File: src/rtl/pattern_serializer_tx_pkg.sv
// Shared constants for the "101" serial pattern family: FSM encoding, preamble and sizing helper.
package pattern_serializer_tx_pkg;

    typedef logic [2:0] tx_state_t;

    localparam tx_state_t ST_IDLE   = 3'd0;
    localparam tx_state_t ST_PRE    = 3'd1;
    localparam tx_state_t ST_DATA   = 3'd2;
    localparam tx_state_t ST_GAP    = 3'd3;
    localparam tx_state_t ST_PARITY = 3'd4;

    localparam int unsigned PREAMBLE_LEN = 3;
    localparam logic [PREAMBLE_LEN-1:0] PREAMBLE = 3'b101;

    // Counter must hold the longest phase length without wrapping.
    function automatic int unsigned cnt_width(input int unsigned data_w, input int unsigned gap);
        int unsigned m;
        m = data_w;
        if (gap > m) m = gap;
        if (PREAMBLE_LEN > m) m = PREAMBLE_LEN;
        return $clog2(m + 1);
    endfunction

endpackage

File: src/rtl/pattern_shift_reg.sv
// Parallel-load, shift-left register presenting its MSB; reusable by serializers.
module pattern_shift_reg #(
    parameter int unsigned W = 8
) (
    input  logic         clk,
    input  logic         rst,
    input  logic         load_i,
    input  logic         shift_i,
    input  logic [W-1:0] data_i,
    output logic         msb_o
);

    logic [W-1:0] data_q, data_d;

    always_comb begin
        data_d = data_q;
        if (load_i) begin
            data_d = data_i;
        end else if (shift_i) begin
            data_d = data_q << 1;
        end
    end

    always_ff @(posedge clk or posedge rst) begin
        if (rst) begin
            data_q <= '0;
        end else begin
            data_q <= data_d;
        end
    end

    assign msb_o = data_q[W-1];

endmodule

File: src/rtl/pattern_serializer_tx.sv
// Bit-serial frame transmitter: preamble 101, DATA_W bits MSB-first, then an idle gap.
// Define PATTERN_TX_PARITY_EN to append an even-parity bit after the data bits.
module pattern_serializer_tx
    import pattern_serializer_tx_pkg::*;
#(
    parameter int unsigned DATA_W     = 8,
    parameter int unsigned GAP_CYCLES = 2
) (
    input  logic              clk,
    input  logic              rst,
    input  logic              in_valid,
    output logic              in_ready,
    input  logic [DATA_W-1:0] in_data,
    output logic              tx_bit,
    output logic              tx_en,
    output logic              busy,
    output logic              frame_done
);

    localparam int unsigned CNT_W = cnt_width(DATA_W, GAP_CYCLES);
    localparam logic [CNT_W-1:0] PRE_LAST  = CNT_W'(PREAMBLE_LEN - 1);
    localparam logic [CNT_W-1:0] DATA_LAST = CNT_W'(DATA_W - 1);
    localparam logic [CNT_W-1:0] GAP_LAST  = CNT_W'((GAP_CYCLES > 0) ? GAP_CYCLES - 1 : 0);
    localparam tx_state_t        POST_ST   = (GAP_CYCLES > 0) ? ST_GAP : ST_IDLE;

    tx_state_t        state_q, state_d;
    logic [CNT_W-1:0] cnt_q, cnt_d;
    logic             in_ready_q, in_ready_d;
    logic             frame_done_q, frame_done_d;
    logic             accept;
    logic             sr_msb;
    logic [1:0]       pre_idx;

    // in_ready is a flop reset low, so a word offered as reset releases is not taken.
    assign accept = in_valid && in_ready_q;

`ifdef PATTERN_TX_PARITY_EN
    logic parity_q, parity_d;

    assign parity_d = accept ? ^in_data : parity_q;

    always_ff @(posedge clk or posedge rst) begin
        if (rst) begin
            parity_q <= 1'b0;
        end else begin
            parity_q <= parity_d;
        end
    end
`endif

    pattern_shift_reg #(
        .W(DATA_W)
    ) u_shift_reg (
        .clk    (clk),
        .rst    (rst),
        .load_i (accept),
        .shift_i(state_q == ST_DATA),
        .data_i (in_data),
        .msb_o  (sr_msb)
    );

    always_comb begin
        state_d      = state_q;
        cnt_d        = cnt_q + 1'b1;
        frame_done_d = 1'b0;
        case (state_q)
            ST_IDLE: begin
                cnt_d = '0;
                if (accept) state_d = ST_PRE;
            end
            ST_PRE: begin
                if (cnt_q == PRE_LAST) begin
                    state_d = ST_DATA;
                    cnt_d   = '0;
                end
            end
            ST_DATA: begin
                if (cnt_q == DATA_LAST) begin
                    cnt_d = '0;
`ifdef PATTERN_TX_PARITY_EN
                    state_d = ST_PARITY;
`else
                    state_d      = POST_ST;
                    frame_done_d = 1'b1;
`endif
                end
            end
`ifdef PATTERN_TX_PARITY_EN
            ST_PARITY: begin
                state_d      = POST_ST;
                cnt_d        = '0;
                frame_done_d = 1'b1;
            end
`endif
            ST_GAP: begin
                if (cnt_q == GAP_LAST) begin
                    state_d = ST_IDLE;
                    cnt_d   = '0;
                end
            end
            default: begin
                state_d = ST_IDLE;
                cnt_d   = '0;
            end
        endcase
        in_ready_d = (state_d == ST_IDLE);
    end

    always_ff @(posedge clk or posedge rst) begin
        if (rst) begin
            state_q      <= ST_IDLE;
            cnt_q        <= '0;
            in_ready_q   <= 1'b0;
            frame_done_q <= 1'b0;
        end else begin
            state_q      <= state_d;
            cnt_q        <= cnt_d;
            in_ready_q   <= in_ready_d;
            frame_done_q <= frame_done_d;
        end
    end

    assign pre_idx = 2'(PREAMBLE_LEN - 1) - cnt_q[1:0];

    always_comb begin
        tx_en  = 1'b0;
        tx_bit = 1'b0;
        case (state_q)
            ST_PRE: begin
                tx_en  = 1'b1;
                tx_bit = PREAMBLE[pre_idx];
            end
            ST_DATA: begin
                tx_en  = 1'b1;
                tx_bit = sr_msb;
            end
`ifdef PATTERN_TX_PARITY_EN
            ST_PARITY: begin
                tx_en  = 1'b1;
                tx_bit = parity_q;
            end
`endif
            default: begin
                tx_en  = 1'b0;
                tx_bit = 1'b0;
            end
        endcase
    end

    assign busy       = (state_q != ST_IDLE);
    assign in_ready   = in_ready_q;
    assign frame_done = frame_done_q;

endmodule

File: config.mk
export PLATFORM = sky130hd
export DESIGN_NAME = pattern_serializer_tx
export DESIGN_NICKNAME = d
export VERILOG_FILES = /design/src/rtl/pattern_serializer_tx_pkg.sv /design/src/rtl/pattern_shift_reg.sv /design/src/rtl/pattern_serializer_tx.sv
export SDC_FILE = /design/constraint.sdc
export NUM_CORES = 1
export LEC_CHECK = 0
export ABC_AREA = 1
export CAP_MARGIN = 5
export CORE_MARGIN = 10
export CORE_UTILIZATION = 25
export CTS_CLUSTER_DIAMETER = 120
export DETAILED_ROUTE_END_ITERATION = 10
export DONT_BUFFER_PORTS = 1
export HOLD_SLACK_MARGIN = 0.12
export PLACE_DENSITY = 0.38
export RECOVER_POWER = 25
export SYNTH_ARGS = -nofsm -noshare
export SYNTH_HDL_FRONTEND = slang
export SYNTH_SLANG_ARGS = --single-unit
File: constraint.sdc
create_clock -name clk -period 1.3 [get_ports clk]
set_input_delay 0.13 -clock clk [delete_from_list [all_inputs] [get_ports clk]]
set_output_delay 0.13 -clock clk [all_outputs]
set_load 0.02 [all_outputs]
# Word level (Yosys, flattened, before mapping)

Index checks and enable logic that the tools add are counted.

Register bits after elaboration: 17
Input port bits: 11
Output and inout port bits: 5
Logic and storage cells: 37

Add/subtract/negate cells: 2
Magnitude comparators: 1
Eq/ne operators: 6
Mux-type cells: 17
Reduce and logical (&&, ||, !) cells: 6

Operators by type and width:

| kind                                                                          | number |
|---|---|
| 8-bit two-way mux                                                             | 2 |
| 3-bit two-way mux                                                             | 4 |
| 4-bit two-way mux                                                             | 3 |
| 3-bit one-hot mux with 4 select lines                                         | 1 |
| 4-bit one-hot mux with 3 select lines                                         | 1 |
| 3-bit by 2-bit equality test with 1-bit output (second input constant)        | 2 |
| 3-bit zero test                                                               | 2 |
| 4-bit by 1-bit adder with 4-bit output (second input constant)                | 1 |
| 4-bit by 1-bit equality test with 1-bit output (second input constant)        | 1 |
| 4-bit by 2-bit equality test with 1-bit output (second input constant)        | 1 |
| 4-bit by 3-bit equality test with 1-bit output (second input constant)        | 1 |
| 1-bit two-way mux                                                             | 4 |
| 3-bit by 1-bit equality test with 1-bit output (second input constant)        | 1 |
| 2-bit by 3-bit less-than comparator with 1-bit output (second input constant) | 1 |
| 3-bit nonzero test                                                            | 1 |
| 1-bit binary-select mux with 2-bit select                                     | 1 |
| 1-bit one-hot mux with 2 select lines                                         | 1 |
| 2-bit nonzero test                                                            | 1 |
| 2-bit OR reduction                                                            | 1 |
| 2-bit subtractor (first input constant)                                       | 1 |
| 1-bit logical AND                                                             | 1 |

# Logic depth before layout (Yosys ltp)

Gate-level depths: netlist of the first run.

Depth after elaboration: 4
Gate-level depth with buffers: 8
Depth with buffers taken out: 8

# Modules after synthesis

Synthesis of the first run repeated with hierarchy kept, for this count alone.

Cells, all modules: 112
Area, all modules: 887.1 um2

Modules (own cells, without submodules):

| module                | instances | cells an instance | area each (um2) |
|---|---|---|---|
| pattern_serializer_tx | 1         | 68                | 506.7 |
| pattern_shift_reg     | 1         | 44                | 380.4 |

# Least setup slack after synthesis of the first run

Ideal clock, no wire load.

Path kind: register -> output
From: register state_q[2]
To: output tx_bit
Arrival: 1.179 ns
Setup slack: -0.009 ns
Stages on the path, launching flop included: 6
Buffers on the path: 0
Path through: dfrtp_1 -> inv_2 -> nand2_1 -> nor2_1 -> inv_1 -> o21ai_0

Cells in the longest elaborated chain, start to end: 2
Elaborated cells between the ends (all ways): 3
Those cells by class: eq/ne: 2; mux: 1

Ends and longest elaborated chain:

| element                                                                                                                 | line                         | RTL |
|---|---|---|
| start: declaration                                                                                                      | pattern_serializer_tx.sv:26  | `tx_state_t state_q, state_d;` |
| start signal: assignment                                                                                                | pattern_serializer_tx.sv:116 | `state_q <= state_d;` |
| 3-bit by 2-bit equality test with 1-bit output / 3-bit by 1-bit equality test with 1-bit output (equally long branches) | pattern_serializer_tx.sv:128 | `case (state_q)` |
| 1-bit one-hot mux with 2 select lines *                                                                                 | pattern_serializer_tx.sv:128 |  |
| end: declaration                                                                                                        | pattern_serializer_tx.sv:14  | `output logic tx_bit,` |

Mark *: on every way between the ends. The rest lies on a longest branch, timed or not.

# Worst setup path in the final report of the first run

From: register state_q[2]
To: output busy

Cells in the longest elaborated chain, start to end: 1

Ends and longest elaborated chain:

| element            | line                         | RTL |
|---|---|---|
| 3-bit nonzero test | pattern_serializer_tx.sv:150 | `assign busy = (state_q != ST_IDLE);` |
| end: declaration   | pattern_serializer_tx.sv:16  | `output logic busy,` |

No other way between the ends.

==> impl_metrics.xml, run 1 <==
<?xml version="1.0" encoding="UTF-8"?>
<metrics>
  <group name="power_and_ir_drop">
    <metric name="switchingPower" unit="uW">385</metric>
    <metric name="power.share.combinational" unit="">0.234</metric>
    <metric name="power.share.clock" unit="">0.239</metric>
    <metric name="power.ir.vdd_worst" unit="V">0.000611</metric>
    <metric name="seq_power_share" unit="">0.527</metric>
    <metric name="finalPower" unit="mW">1.22</metric>
    <metric name="power.switching_fraction" unit="">0.314</metric>
    <metric name="cellLeakagePower" unit="nW">0.602</metric>
    <metric name="p_int" unit="uW">840</metric>
    <metric name="power.density" unit="nW/um^2">1030</metric>
  </group>
  <group name="clock_network">
    <metric name="clock_tree.buffer_depth" unit="">2</metric>
    <metric name="tritoncts" unit="">done</metric>
    <metric name="clkSlewWorstSetupHoldPaths" unit="ns">0.10</metric>
    <metric name="cts-htree-levels" unit="">1</metric>
    <metric name="tritoncts.num_buffers" unit="">3</metric>
    <metric name="numClockSinks" unit="">17</metric>
    <metric name="worstSkewPairLatency" unit="ns">0.29</metric>
    <metric name="cts-root-buf" unit="">sky130_fd_sc_hd__clkbuf_4</metric>
  </group>
  <group name="logic_synthesis">
    <metric name="ys_ff_latch" unit="">17</metric>
    <metric name="syn-mean-instance-area" unit="sq um">7.89</metric>
    <metric name="synth_top_area_share" unit="">0.499</metric>
    <metric name="syn-num-nets" unit="">122</metric>
    <metric name="yosys_warnings" unit="">0</metric>
    <metric name="post_synthesis_cell_type_with_the_largest_combined_area" unit="">sky130_fd_sc_hd__dfrtp_1</metric>
    <metric name="synth_top_cells_by_area" unit="">sky130_fd_sc_hd__dfrtp_1 50%, sky130_fd_sc_hd__nand2_1 15%, sky130_fd_sc_hd__nand3_1 12%, sky130_fd_sc_hd__inv_1 4.8%, sky130_fd_sc_hd__ha_1 4.4%</metric>
    <metric name="synth.cell_area" unit="sq um">852</metric>
    <metric name="syn_inst" unit="">108</metric>
    <metric name="synth.distinct_cells" unit="">16</metric>
    <metric name="seq_area_frac_synth" unit="">0.499</metric>
  </group>
  <group name="sta">
    <metric name="achievable_frequency" unit="MHz">700</metric>
    <metric name="postLayoutSetupSlackWorst" unit="ns">-0.128</metric>
    <metric name="timing_hold_violations_final" unit="">0</metric>
    <metric name="setup_viol" unit="">3</metric>
    <metric name="rsz_0062_raised_after_global_routing" unit="">yes</metric>
    <metric name="timing.clock.skew" unit="ns">0.00125</metric>
    <metric name="layout_worst_path_cycle_share" unit="">1.10</metric>
    <metric name="min_period" unit="ns">1.43</metric>
    <metric name="drv_slew" unit="">0</metric>
  </group>
  <group name="grt">
    <metric name="grt_start_max_net_pins" unit="">18</metric>
    <metric name="first_global_vias" unit="">758</metric>
    <metric name="met2_track_usage_gr" unit="">0.103</metric>
    <metric name="antenna_violations_before_repair" unit="">0</metric>
    <metric name="total_overflow_reported_by_the_global_router" unit="">0</metric>
    <metric name="global_route.usage.met3" unit="">0.0387</metric>
    <metric name="grt.total_usage" unit="">0.0716</metric>
    <metric name="grt_pass1_wl" unit="microns">3530</metric>
    <metric name="grt.busiest_layer" unit="">met2</metric>
    <metric name="grt_use_met1" unit="">0.0919</metric>
  </group>
  <group name="route">
    <metric name="detailedRoute.firstPassIterationCount" unit="">4</metric>
    <metric name="route.detailed.wl_per_inst" unit="microns">11.9</metric>
    <metric name="vias_per_cell" unit="">4.20</metric>
    <metric name="drtAntennaViolNets" unit="">0</metric>
    <metric name="detail_route.iter0.violations" unit="">16</metric>
    <metric name="route.final.wire_length" unit="microns">2160</metric>
    <metric name="routed-via-count" unit="">761</metric>
    <metric name="remaining_drc_errors" unit="">0</metric>
  </group>
  <group name="layout">
    <metric name="proportion_of_layout_cells_with_a_drive_suffix_above_1" unit="">0.274</metric>
    <metric name="filler_cell_count" unit="">381</metric>
    <metric name="register_area" unit="sq um">427</metric>
    <metric name="flow.area_growth_from_synthesis" unit="%">39.2</metric>
    <metric name="post-route-util" unit="">0.358</metric>
    <metric name="final_nets" unit="">150</metric>
    <metric name="multi_input_combinational_cell_area" unit="sq um">420</metric>
    <metric name="n_antenna_cell" unit="">0</metric>
  </group>
  <group name="hold_path">
    <metric name="min-delay-path-class" unit="">in -&gt; reg</metric>
  </group>
  <group name="flow_run">
    <metric name="maxCapViolations" unit="">0</metric>
  </group>
  <group name="worst_setup_path">
    <metric name="cp_common_cell" unit="">sky130_fd_sc_hd__buf_4</metric>
    <metric name="startpoint_types" unit="">flip-flop</metric>
    <metric name="critical_path_required" unit="ns">1.17</metric>
    <metric name="cp_cell_sequence" unit="">inv_2, buf_4, buf_4, buf_4, nand3_2, buf_6</metric>
    <metric name="setup.worst_path.end_class" unit="">primary output</metric>
    <metric name="cp_slowest_cell" unit="">sky130_fd_sc_hd__dfrtp_1</metric>
    <metric name="setup.worst_path.class" unit="">reg -&gt; out</metric>
    <metric name="worstPathArrival" unit="ns">1.30</metric>
    <metric name="critPathMaxStageDelay" unit="ns">0.39</metric>
    <metric name="timing.critical_path.fanout_max" unit="">3</metric>
  </group>
  <group name="floorplan">
    <metric name="initial_core_utilization" unit="">0.257</metric>
    <metric name="die_width" unit="microns">78.4</metric>
    <metric name="design.die.area" unit="sq um">6140</metric>
    <metric name="core_area" unit="sq um">3310</metric>
    <metric name="floorplan.rows" unit="">21</metric>
    <metric name="floorplan.io_pins" unit="">16</metric>
    <metric name="die-height" unit="microns">78.4</metric>
  </group>
  <group name="placement">
    <metric name="place.detailed.hpwl" unit="microns">1530</metric>
    <metric name="gp_congestion" unit="">0.773</metric>
    <metric name="port_buffers" unit="">0</metric>
  </group>
  <group name="status">
    <metric name="failed_checks" unit="">negative setup slack</metric>
    <metric name="outcome" unit="">complete, but fails checks</metric>
  </group>
</metrics>
-- flip-flops by register name, summed over array words and instances (netlist names) --
register / cells
state_q: 3
in_ready: 1
cnt_q: 4
u_shift_reg.data_q: 8
frame_done: 1
-- logic make-up (layout without fill, tap and decap cells) --
kind of cell | Yosys count | in the layout | synth area share
AND/OR/NAND/NOR | 68 | 68 | 0.352
AO/OA/AOI/OAI | 4 | 4 | 0.0250
buffers and inverters | 14 | 41 | 0.0646
adder cells (fa/ha/maj) | 3 | 3 | 0.0441
flip-flops | 17 | 17 | 0.499
XOR/XNOR | 1 | 1 | 0.0103
other | 1 | 1 | 0.00440
-- area by class of cell --
cell class / count / area share
sequential: 17 / 0.360
multi-input combinational: 77 / 0.354
timing repair buffer: 23 / 0.169
tap: 46 / 0.0485
inverter: 14 / 0.0464
clock buffer: 4 / 0.0222
-- cell usage after synthesis --
| library cell | number |
|---|---|
| sky130_fd_sc_hd__a31oi_1 | 1 |
| sky130_fd_sc_hd__and2_1 | 1 |
| sky130_fd_sc_hd__conb_1 | 1 |
| sky130_fd_sc_hd__dfrtp_1 | 17 |
| sky130_fd_sc_hd__ha_1 | 3 |
| sky130_fd_sc_hd__inv_1 | 11 |
| sky130_fd_sc_hd__inv_2 | 2 |
| sky130_fd_sc_hd__inv_4 | 1 |
| sky130_fd_sc_hd__nand2_1 | 34 |
| sky130_fd_sc_hd__nand2_2 | 1 |
| sky130_fd_sc_hd__nand3_1 | 21 |
| sky130_fd_sc_hd__nand3_2 | 1 |
| sky130_fd_sc_hd__nor2_1 | 9 |
| sky130_fd_sc_hd__nor2_4 | 1 |
| sky130_fd_sc_hd__o21ai_0 | 3 |
| sky130_fd_sc_hd__xor2_1 | 1 |
-- final timing paths --
| path | to | slack [ns] | start | cells past startpoint |
|---|---|---|---|---|
| worst max-delay path | busy | -0.13 | state_q[2]$_DFF_PP0_ | 6 |
| worst max register to register | cnt_q[2]$_DFF_PP0_ | 0.01 | state_q[1]$_DFF_PP0_ | 4 |
| worst min register to register | u_shift_reg.data_q[0]$_DFFE_PP0P_ | 0.49 | u_shift_reg.data_q[0]$_DFFE_PP0P_ | 2 |
| max in group asynchronous | cnt_q[0]$_DFF_PP0_ | 0.61 | rst | 3 |
| worst min-delay path | u_shift_reg.data_q[5]$_DFFE_PP0P_ | 0.18 | in_valid | 3 |
| min in group asynchronous | in_ready$_DFF_PP0_ | 0.35 | rst | 3 |
-- power by group through the flow --
stage	Combinational [mW]	Clock [mW]	Sequential [mW]
after global routing	0.325	0.338	0.655
after CTS	0.266	0.314	0.644
after global placement	0.224	0	0.651
final	0.287	0.293	0.645
after floorplan	0.154	0	0.651
after detailed placement	0.225	0	0.653
-- stage by stage --
step / instances / instance area, sq um / setup TNS, ns / worst slack [ns] / hold slack, ns
after floorplan: 108 / 852 / 0 / 0.138 / 0.0561
after global placement: 161 / 962 / 0 / 0.0636 / 0.0552
after detailed placement: 161 / 962 / -0.0105 / -0.0105 / 0.0554
after CTS: 178 / 1130 / -0.475 / -0.175 / 0.165
after global routing: 181 / 1190 / -0.716 / -0.200 / 0.189
final: 181 / 1190 / -0.265 / -0.128 / 0.177
-- worst max-delay path: cells and delay by family (launching register included) --
family / cells / cell delay [ns]
buffers and inverters: 5 / 0.55
DFF: 1 / 0.39
and+or+nand+nor: 1 / 0.06
-- cells in the final DEF, fill, tap and decap left out, types with 2 or more instances in the layout --
cell,n
sky130_fd_sc_hd__clkbuf_4,3
sky130_fd_sc_hd__buf_6,2
sky130_fd_sc_hd__dlygate4sd3_1,9
sky130_fd_sc_hd__nand2_2,5
sky130_fd_sc_hd__ha_1,2
sky130_fd_sc_hd__o21ai_0,2
sky130_fd_sc_hd__inv_1,8
sky130_fd_sc_hd__nand2_1,30
sky130_fd_sc_hd__nor2_4,2
sky130_fd_sc_hd__buf_4,11
sky130_fd_sc_hd__inv_2,5
sky130_fd_sc_hd__nand3_2,4
sky130_fd_sc_hd__nand3_1,18
sky130_fd_sc_hd__dfrtp_1,16
sky130_fd_sc_hd__nor2_1,8
-- per-layer routing --
layer,vias to the layer above,routed length (microns)
met1,348,1050
met4,0,14
met5,-,0
li1,393,-
met3,2,160
met2,18,935
-- timing repair --
action                                  in CTS  in global routing
resized for setup                            6                 12
endpoints found under the hold margin       25                  0
hold buffers                                 9                  0
endpoints found under the setup margin       3                 12
pin swaps                                    2                  5
setup buffers                                4                  3
(Power assumes the default switching activity.)
==> run 2, diff against run 1 <==
--- a/config.mk
+++ b/config.mk
@@ -9,10 +9,10 @@
 export CAP_MARGIN = 5
 export CORE_MARGIN = 10
 export CORE_UTILIZATION = 25
-export CTS_CLUSTER_DIAMETER = 120
+export CTS_CLUSTER_DIAMETER = 80
 export DETAILED_ROUTE_END_ITERATION = 10
 export DONT_BUFFER_PORTS = 1
-export HOLD_SLACK_MARGIN = 0.12
+export HOLD_SLACK_MARGIN = 0.02
 export PLACE_DENSITY = 0.38
 export RECOVER_POWER = 25
 export SYNTH_ARGS = -nofsm -noshare
==> results of run 2 <==
Final layout, timing and power as in run 1 (identical DEF).
==> run 3, diff against run 2 <==
--- a/config.mk
+++ b/config.mk
@@ -6,6 +6,7 @@
 export NUM_CORES = 1
 export LEC_CHECK = 0
 export ABC_AREA = 1
+export ABC_CLOCK_PERIOD_IN_PS = 1300
 export CAP_MARGIN = 5
 export CORE_MARGIN = 10
 export CORE_UTILIZATION = 25
==> results of run 3 <==
Final layout, timing and power as in run 1 (identical DEF).
